[src/rtl/usb_rx_phy.sv]
// Low-speed USB receive front end: pin synchronisers, bit-clock recovery, NRZI decode,
// bit unstuffing and LSB-first byte assembly for the SIE receive side, plus bus-reset detect.
module usb_rx_phy #(
    parameter int unsigned CLKS_PER_BIT = 16,
    parameter int unsigned RESET_CYCLES = 240
) (
    input  logic       clk,
    input  logic       reset_n,
    input  logic       d_p,
    input  logic       d_n,
    input  logic       tx_active,
    output logic [7:0] rx_data,
    output logic       rx_valid,
    output logic       rx_active,
    output logic       rx_error,
    output logic       usb_reset
);

    localparam int unsigned PH_W  = (CLKS_PER_BIT > 1) ? $clog2(CLKS_PER_BIT) : 1;
    localparam int unsigned CNT_W = $clog2(RESET_CYCLES + 1);

    localparam logic [PH_W-1:0]  PH_ZERO   = {PH_W{1'b0}};
    localparam logic [PH_W-1:0]  PH_ONE    = PH_W'(1);
    localparam logic [PH_W-1:0]  PH_SAMPLE = PH_W'(CLKS_PER_BIT / 2);
    localparam logic [PH_W-1:0]  PH_LAST   = PH_W'(CLKS_PER_BIT - 1);
    localparam logic [CNT_W-1:0] CNT_ZERO  = {CNT_W{1'b0}};
    localparam logic [CNT_W-1:0] CNT_ONE   = CNT_W'(1);
    localparam logic [CNT_W-1:0] SE0_MAX   = CNT_W'(RESET_CYCLES);

    localparam logic [1:0] LS_SE0 = 2'b00;
    localparam logic [1:0] LS_J   = 2'b01;
    localparam logic [1:0] LS_K   = 2'b10;

    typedef enum logic [2:0] {
        ST_IDLE      = 3'd0,
        ST_SYNC      = 3'd1,
        ST_DATA      = 3'd2,
        ST_EOP       = 3'd3,
        ST_WAIT_IDLE = 3'd4
    } state_t;

    // SE1 is not a legal bus state; it is folded into SE0 so it ends packets.
    function automatic logic [1:0] line_decode(input logic dp, input logic dn);
        logic [1:0] ls;
        case ({dp, dn})
            2'b01:   ls = LS_J;
            2'b10:   ls = LS_K;
            default: ls = LS_SE0;
        endcase
        return ls;
    endfunction

    logic             dp_meta_q, dp_sync_q, dn_meta_q, dn_sync_q;
    logic [1:0]       line_s;
    logic [1:0]       line_prev_q;
    logic             chg_s;
    logic [PH_W-1:0]  phase_q, phase_d;
    logic             smp_en_s;
    logic             bit_s;
    logic [CNT_W-1:0] se0_cnt_q, se0_cnt_d;
    logic             usb_reset_q, usb_reset_d;

    state_t           state_q;
    logic [2:0]       zero_cnt_q;
    logic [2:0]       ones_cnt_q;
    logic [2:0]       bit_cnt_q;
    logic [7:0]       shift_q;
    logic [1:0]       prev_smp_q;
    logic [2:0]       j_cnt_q;
    logic             se0_seen_q;
    logic [7:0]       rx_data_q;
    logic             rx_valid_q;
    logic             rx_active_q;
    logic             rx_error_q;

    // Two-flop synchronisers, line-state history, phase counter and SE0 counter.
    always_ff @(posedge clk or negedge reset_n) begin
        if (!reset_n) begin
            dp_meta_q   <= 1'b0;
            dp_sync_q   <= 1'b0;
            dn_meta_q   <= 1'b1;
            dn_sync_q   <= 1'b1;
            line_prev_q <= LS_J;
            phase_q     <= PH_ZERO;
            se0_cnt_q   <= CNT_ZERO;
            usb_reset_q <= 1'b0;
        end else begin
            dp_meta_q   <= d_p;
            dp_sync_q   <= dp_meta_q;
            dn_meta_q   <= d_n;
            dn_sync_q   <= dn_meta_q;
            line_prev_q <= line_s;
            phase_q     <= phase_d;
            se0_cnt_q   <= se0_cnt_d;
            usb_reset_q <= usb_reset_d;
        end
    end

    // Line decode, bit-clock recovery, NRZI bit and bus-reset counter next state.
    always_comb begin
        line_s = line_decode(dp_sync_q, dn_sync_q);
        chg_s  = (line_s != line_prev_q);

        if (tx_active) begin
            phase_d = PH_ZERO;
        end else if (chg_s || (phase_q == PH_LAST)) begin
            phase_d = PH_ZERO;
        end else begin
            phase_d = phase_q + PH_ONE;
        end

        // A sample coinciding with an edge would be taken again after the re-phase, so skip it.
        smp_en_s = (phase_q == PH_SAMPLE) && !chg_s && !tx_active;
        bit_s    = (line_s == prev_smp_q);

        if (line_s != LS_SE0) begin
            se0_cnt_d = CNT_ZERO;
        end else if (se0_cnt_q == SE0_MAX) begin
            se0_cnt_d = SE0_MAX;
        end else begin
            se0_cnt_d = se0_cnt_q + CNT_ONE;
        end
        usb_reset_d = (se0_cnt_d == SE0_MAX);
    end

    // Receive FSM: SYNC detection, unstuffing, byte assembly and EOP handling.
    always_ff @(posedge clk or negedge reset_n) begin
        if (!reset_n) begin
            state_q     <= ST_IDLE;
            zero_cnt_q  <= 3'd0;
            ones_cnt_q  <= 3'd0;
            bit_cnt_q   <= 3'd0;
            shift_q     <= 8'h00;
            prev_smp_q  <= LS_J;
            j_cnt_q     <= 3'd0;
            se0_seen_q  <= 1'b0;
            rx_data_q   <= 8'h00;
            rx_valid_q  <= 1'b0;
            rx_active_q <= 1'b0;
            rx_error_q  <= 1'b0;
        end else begin
            rx_valid_q <= 1'b0;
            rx_error_q <= 1'b0;
            if (tx_active) begin
                state_q     <= ST_IDLE;
                rx_active_q <= 1'b0;
                prev_smp_q  <= LS_J;
            end else if (usb_reset_q) begin
                state_q     <= ST_IDLE;
                rx_active_q <= 1'b0;
            end else if (smp_en_s) begin
                prev_smp_q <= line_s;
                case (state_q)
                    ST_IDLE: begin
                        if (line_s == LS_K) begin
                            state_q    <= ST_SYNC;
                            zero_cnt_q <= 3'd1;
                        end else begin
                            state_q <= ST_IDLE;
                        end
                    end
                    ST_SYNC: begin
                        if (line_s == LS_SE0) begin
                            state_q <= ST_IDLE;
                        end else if (!bit_s) begin
                            if (zero_cnt_q != 3'd7) begin
                                zero_cnt_q <= zero_cnt_q + 3'd1;
                            end else begin
                                zero_cnt_q <= zero_cnt_q;
                            end
                        end else if (zero_cnt_q >= 3'd3) begin
                            state_q     <= ST_DATA;
                            rx_active_q <= 1'b1;
                            bit_cnt_q   <= 3'd0;
                            ones_cnt_q  <= 3'd0;
                        end else begin
                            state_q <= ST_IDLE;
                        end
                    end
                    ST_DATA: begin
                        if (line_s == LS_SE0) begin
                            state_q    <= ST_EOP;
                            rx_error_q <= (bit_cnt_q != 3'd0);
                            bit_cnt_q  <= 3'd0;
                        end else if (ones_cnt_q == 3'd6) begin
                            ones_cnt_q <= 3'd0;
                            if (bit_s) begin
                                rx_error_q  <= 1'b1;
                                rx_active_q <= 1'b0;
                                state_q     <= ST_WAIT_IDLE;
                                j_cnt_q     <= 3'd0;
                                se0_seen_q  <= 1'b0;
                            end else begin
                                state_q <= ST_DATA;
                            end
                        end else begin
                            shift_q    <= {bit_s, shift_q[7:1]};
                            ones_cnt_q <= bit_s ? (ones_cnt_q + 3'd1) : 3'd0;
                            if (bit_cnt_q == 3'd7) begin
                                rx_data_q  <= {bit_s, shift_q[7:1]};
                                rx_valid_q <= 1'b1;
                                bit_cnt_q  <= 3'd0;
                            end else begin
                                bit_cnt_q <= bit_cnt_q + 3'd1;
                            end
                        end
                    end
                    ST_EOP: begin
                        if (line_s == LS_J) begin
                            rx_active_q <= 1'b0;
                            state_q     <= ST_IDLE;
                        end else if (line_s == LS_K) begin
                            rx_error_q  <= 1'b1;
                            rx_active_q <= 1'b0;
                            state_q     <= ST_WAIT_IDLE;
                            j_cnt_q     <= 3'd0;
                            se0_seen_q  <= 1'b0;
                        end else begin
                            state_q <= ST_EOP;
                        end
                    end
                    ST_WAIT_IDLE: begin
                        if (line_s == LS_J) begin
                            if (se0_seen_q || (j_cnt_q == 3'd7)) begin
                                state_q <= ST_IDLE;
                            end else begin
                                j_cnt_q <= j_cnt_q + 3'd1;
                            end
                        end else if (line_s == LS_SE0) begin
                            se0_seen_q <= 1'b1;
                            j_cnt_q    <= 3'd0;
                        end else begin
                            se0_seen_q <= 1'b0;
                            j_cnt_q    <= 3'd0;
                        end
                    end
                    default: begin
                        state_q     <= ST_IDLE;
                        rx_active_q <= 1'b0;
                    end
                endcase
            end else begin
                state_q <= state_q;
            end
        end
    end

    assign rx_data   = rx_data_q;
    assign rx_valid  = rx_valid_q;
    assign rx_active = rx_active_q;
    assign rx_error  = rx_error_q;
    assign usb_reset = usb_reset_q;

endmodule

[config.mk]
export PLATFORM = sky130hd
export DESIGN_NAME = usb_rx_phy
export DESIGN_NICKNAME = d
export VERILOG_FILES = /design/src/rtl/usb_rx_phy.sv
export SDC_FILE = /design/constraint.sdc
export NUM_CORES = 1
export LEC_CHECK = 0
export CORE_ASPECT_RATIO = 0.6
export CORE_MARGIN = 10
export CORE_UTILIZATION = 53
export DETAILED_ROUTE_END_ITERATION = 10
export GPL_ROUTABILITY_DRIVEN = 0
export PLACE_DENSITY = 0.82
export SYNTH_ARGS = -nofsm -noshare
export SYNTH_HDL_FRONTEND = slang
export SYNTH_SLANG_ARGS = --single-unit
[constraint.sdc]
create_clock -name clk -period 2.3 [get_ports clk]
set_input_delay 0.345 -clock clk [delete_from_list [all_inputs] [get_ports clk]]
set_output_delay 0.345 -clock clk [all_outputs]
set_load 0.01 [all_outputs]
==> results.json <==
{
  "outcome": "complete, no violations",
  "worstHoldPathType": "input pin to asynchronous set/reset pin",
  "met2_usage_pct": 21.0,
  "ys_seq_elements": 55,
  "cp-endpoint": "shift_q[3]",
  "power_density_mw_per_mm2": 504,
  "met3_usage_pct": 4.53,
  "fill_cells": 373,
  "layoutNonFillerInstCount": 372,
  "critPathRequiredTime_ps": 2500,
  "fp.dieW_um": 116,
  "numClockSinks": 55,
  "path_depth": 6,
  "max_stage_delay_ps": 590,
  "start_util_pct": 56.4,
  "grt_pass1_wl_mm": 10.8,
  "vias_per_cell": 5.81,
  "num_io_pins": 17,
  "core_mm2": 0.00520,
  "pre_cts_slack_ps": -73.0,
  "fp.dieH_um": 77.7,
  "p_comb_share_pct": 9.0,
  "ir_worst_vdd_mv": 0.378,
  "setup_violations": 0,
  "relSlewSlack_pct": 58.1,
  "antenna_found_initial": 0,
  "synth_area_leaders": "dfrtp_1, ha_1, mux2_1",
  "path_class": "register to register",
  "rsz0062_at_grt": "yes",
  "period_share_pct": 99.2,
  "end_kind": "register",
  "dr.first_iter.drc_count": 157,
  "grt_overflow": 0,
  "synth.avg_cell_area_um2": 11.3,
  "final_common_cell": "dfrtp_1",
  "r2r_slack_ps": 20,
  "crit_buf_inv": 2,
  "ant_nets": 0,
  "syn_inst": 261,
  "leakage_nw": 1.69,
  "reg2reg_from": "dn_sync_q",
  "regArea_mm2": 0.00138,
  "crit_path_cell_trace": "ha_4 -> or4b_4 -> buf_6 -> nor3_4 -> buf_6 -> mux2_1",
  "cts-root-buf": "clkbuf_8",
  "track_usage_pct": 14.8,
  "htree_levels": 2,
  "p_sw_share_pct": 23.5,
  "dieArea_mm2": 0.00902,
  "path_clk_slew_ps": 100,
  "rows": 20,
  "yosysSeqAreaShare_pct": 47.0,
  "n_antenna_cell": 0,
  "cts_tree": "done",
  "yosys.area.top_type": "dfrtp_1",
  "place_inst": 363,
  "synth_cell_types": 61,
  "met1_usage_pct": 20.9,
  "drc_errors": 0,
  "clock_latency_ps": 310,
  "cp_top_family": "simple AND/OR/NAND/NOR gates",
  "yosysWarnings": 0,
  "wirelength_mm": 6.63,
  "nets": 328,
  "p_clk_share_pct": 35.3,
  "fin_crit_ps": 2280,
  "top_usage_layer": "met2",
  "tightest_slew_ps": 628,
  "p_seq_share_pct": 55.8,
  "multi_input_area_mm2": 0.00153,
  "avgRoutedWirePerCell_um": 17.8,
  "grt_max_degree": 29,
  "synth_nets": 284,
  "first_global_vias": 2147,
  "synth-main-ff-cell": "dfrtp_1",
  "ctsHoldBuffers": 0,
  "synth_area_mm2": 0.00294,
  "slew_viol_final": 0,
  "p_int_w": 0.00138,
  "drive_above_1_share_pct": 22.2,
  "cp_max_fo": 4,
  "area_delta_synth_final_pct": 21.7,
  "slowest_stage": "dfstp_2",
  "port_buffers": 16,
  "regToRegEndpoint": "shift_q[3]",
  "cts_max_path_buffers": 2,
  "synth.top_cell.area_share_pct": 43.5,
  "final_hold_viol_count": 0,
  "synth_edf_count": 0,
  "cp_common_cell": "buf_6",
  "cp-startpoint": "dn_sync_q",
  "drt-pass1-iter-count": 4,
  "max_cap_violations": 0,
  "crit_arrival_ps": 2480,
  "clock_skew_ps": 8.94,
  "r2r_cells": 6,
  "worst_slack_ps": 18.5,
  "mostFrequentLayoutCells": "dfrtp_1, buf_4, nor2_1",
  "dp_hpwl_mm": 4.92,
  "max_clock_freq_ghz": 0.438,
  "async_flop_share_pct": 100,
  "vias": 2160,
  "cp-start-kind": "register",
  "cts_inserted_buffers": 5,
  "p_sw_w": 0.000424
}
-- cells by family (layout without fill, tap and decap cells) --
| kind of cell | Yosys count | in the layout | synth area share, % |
|---|---|---|---|
| buffers and inverters | 22 | 67 | 3.41 |
| xor gates and xnor gates | 17 | 17 | 5.33 |
| adders and majority gates | 18 | 18 | 7.67 |
| AOI/OAI and AO/OA | 31 | 31 | 8.39 |
| and+or+nand+nor | 91 | 91 | 18.0 |
| DFF | 55 | 55 | 47.0 |
| muxes | 27 | 27 | 10.2 |
-- Yosys cell counts, drive strengths merged, types with 4 or more instances --
master / instances
xnor2: 9
mux2: 20
nor3: 7
clkbuf: 4
xor2: 8
nor2b: 4
ha: 18
nor4: 4
nand2: 14
nand3: 8
buf: 5
nor2: 24
mux2i: 7
a21oi: 4
inv: 13
dfstp: 4
dfrtp: 51
-- final cells by class --
class	count	share of cell area, %
clock buffers	6	2.03
clock inverters	2	1.05
well taps	66	2.31
flip-flops and latches	55	38.7
repair buffers	46	11.7
multi-input cells	184	42.9
inverters	13	1.37
-- registers in the layout, summed over array words and instances, names as in the netlist, 3 cells and up --
name	flops
state_q	3
bit_cnt_q	3
se0_cnt_q	8
phase_q	4
ones_cnt_q	3
shift_q	7
zero_cnt_q	3
rx_data	8
j_cnt_q	3
-- metrics by stage --
| stage | utilization (%) | TNS [ps] | hold slack (ps) | area, um^2 | total power (W) |
|---|---|---|---|---|---|
| final | 68.7 | 0 | 38.7 | 3570 | 0.00180 |
| after detailed placement | 64.7 | -358 | 337 | 3370 | 0.00117 |
| after global placement | 64.7 | 0 | 335 | 3370 | 0.00116 |
| after CTS | 67.4 | 0 | 57.6 | 3510 | 0.00180 |
| after global routing | 68.7 | -36.4 | 84.0 | 3570 | 0.00187 |
| after floorplan | - | 0 | 49.4 | 2940 | 0.00110 |
-- worst register-to-register path, delay by kind of cell, from the launching register on --
kind / cells / cell delay (ps)
and+or+nand+nor: 2 / 760
adders and majority gates: 1 / 210
muxes: 1 / 310
DFF: 1 / 590
buffers and inverters: 2 / 310
-- what timing repair did --
| action | in CTS | in global routing |
|---|---|---|
| setup endpoints to repair | 20 | 21 |
| resized for setup | 6 | 13 |
| pin swaps | 0 | 4 |
| gates cloned | 0 | 0 |
| buffers inserted | 0 | 1 |
-- worst min path at each step --
stage	endpoint	slack, ps
5_1_grt	phase_q[3]	80
3_3_place_gp	dp_sync_q	340
3_5_place_dp	dp_sync_q	340
2_1_floorplan	bit_cnt_q[0]	50
6_report	phase_q[3]	40
4_1_cts	phase_q[3]	60
-- power by group through the flow --
stage	clock, W	combinational [W]	sequential, W
global placement	0	0.000142	0.00102
CTS	0.000644	0.000151	0.00100
detailed placement	0	0.000148	0.00102
global route	0.000688	0.000177	0.00101
finish	0.000635	0.000162	0.00100
floorplan	0	0.0000811	0.00102
-- routing by layer --
metal  routed length (um)  vias to the layer above
met3                  550                        8
met1                 3070                     1062
met4                   56                        0
met2                 2960                       71
li1                     -                     1019
met5                    0                        -
Note: power is estimated with default switching activity, not from simulation.
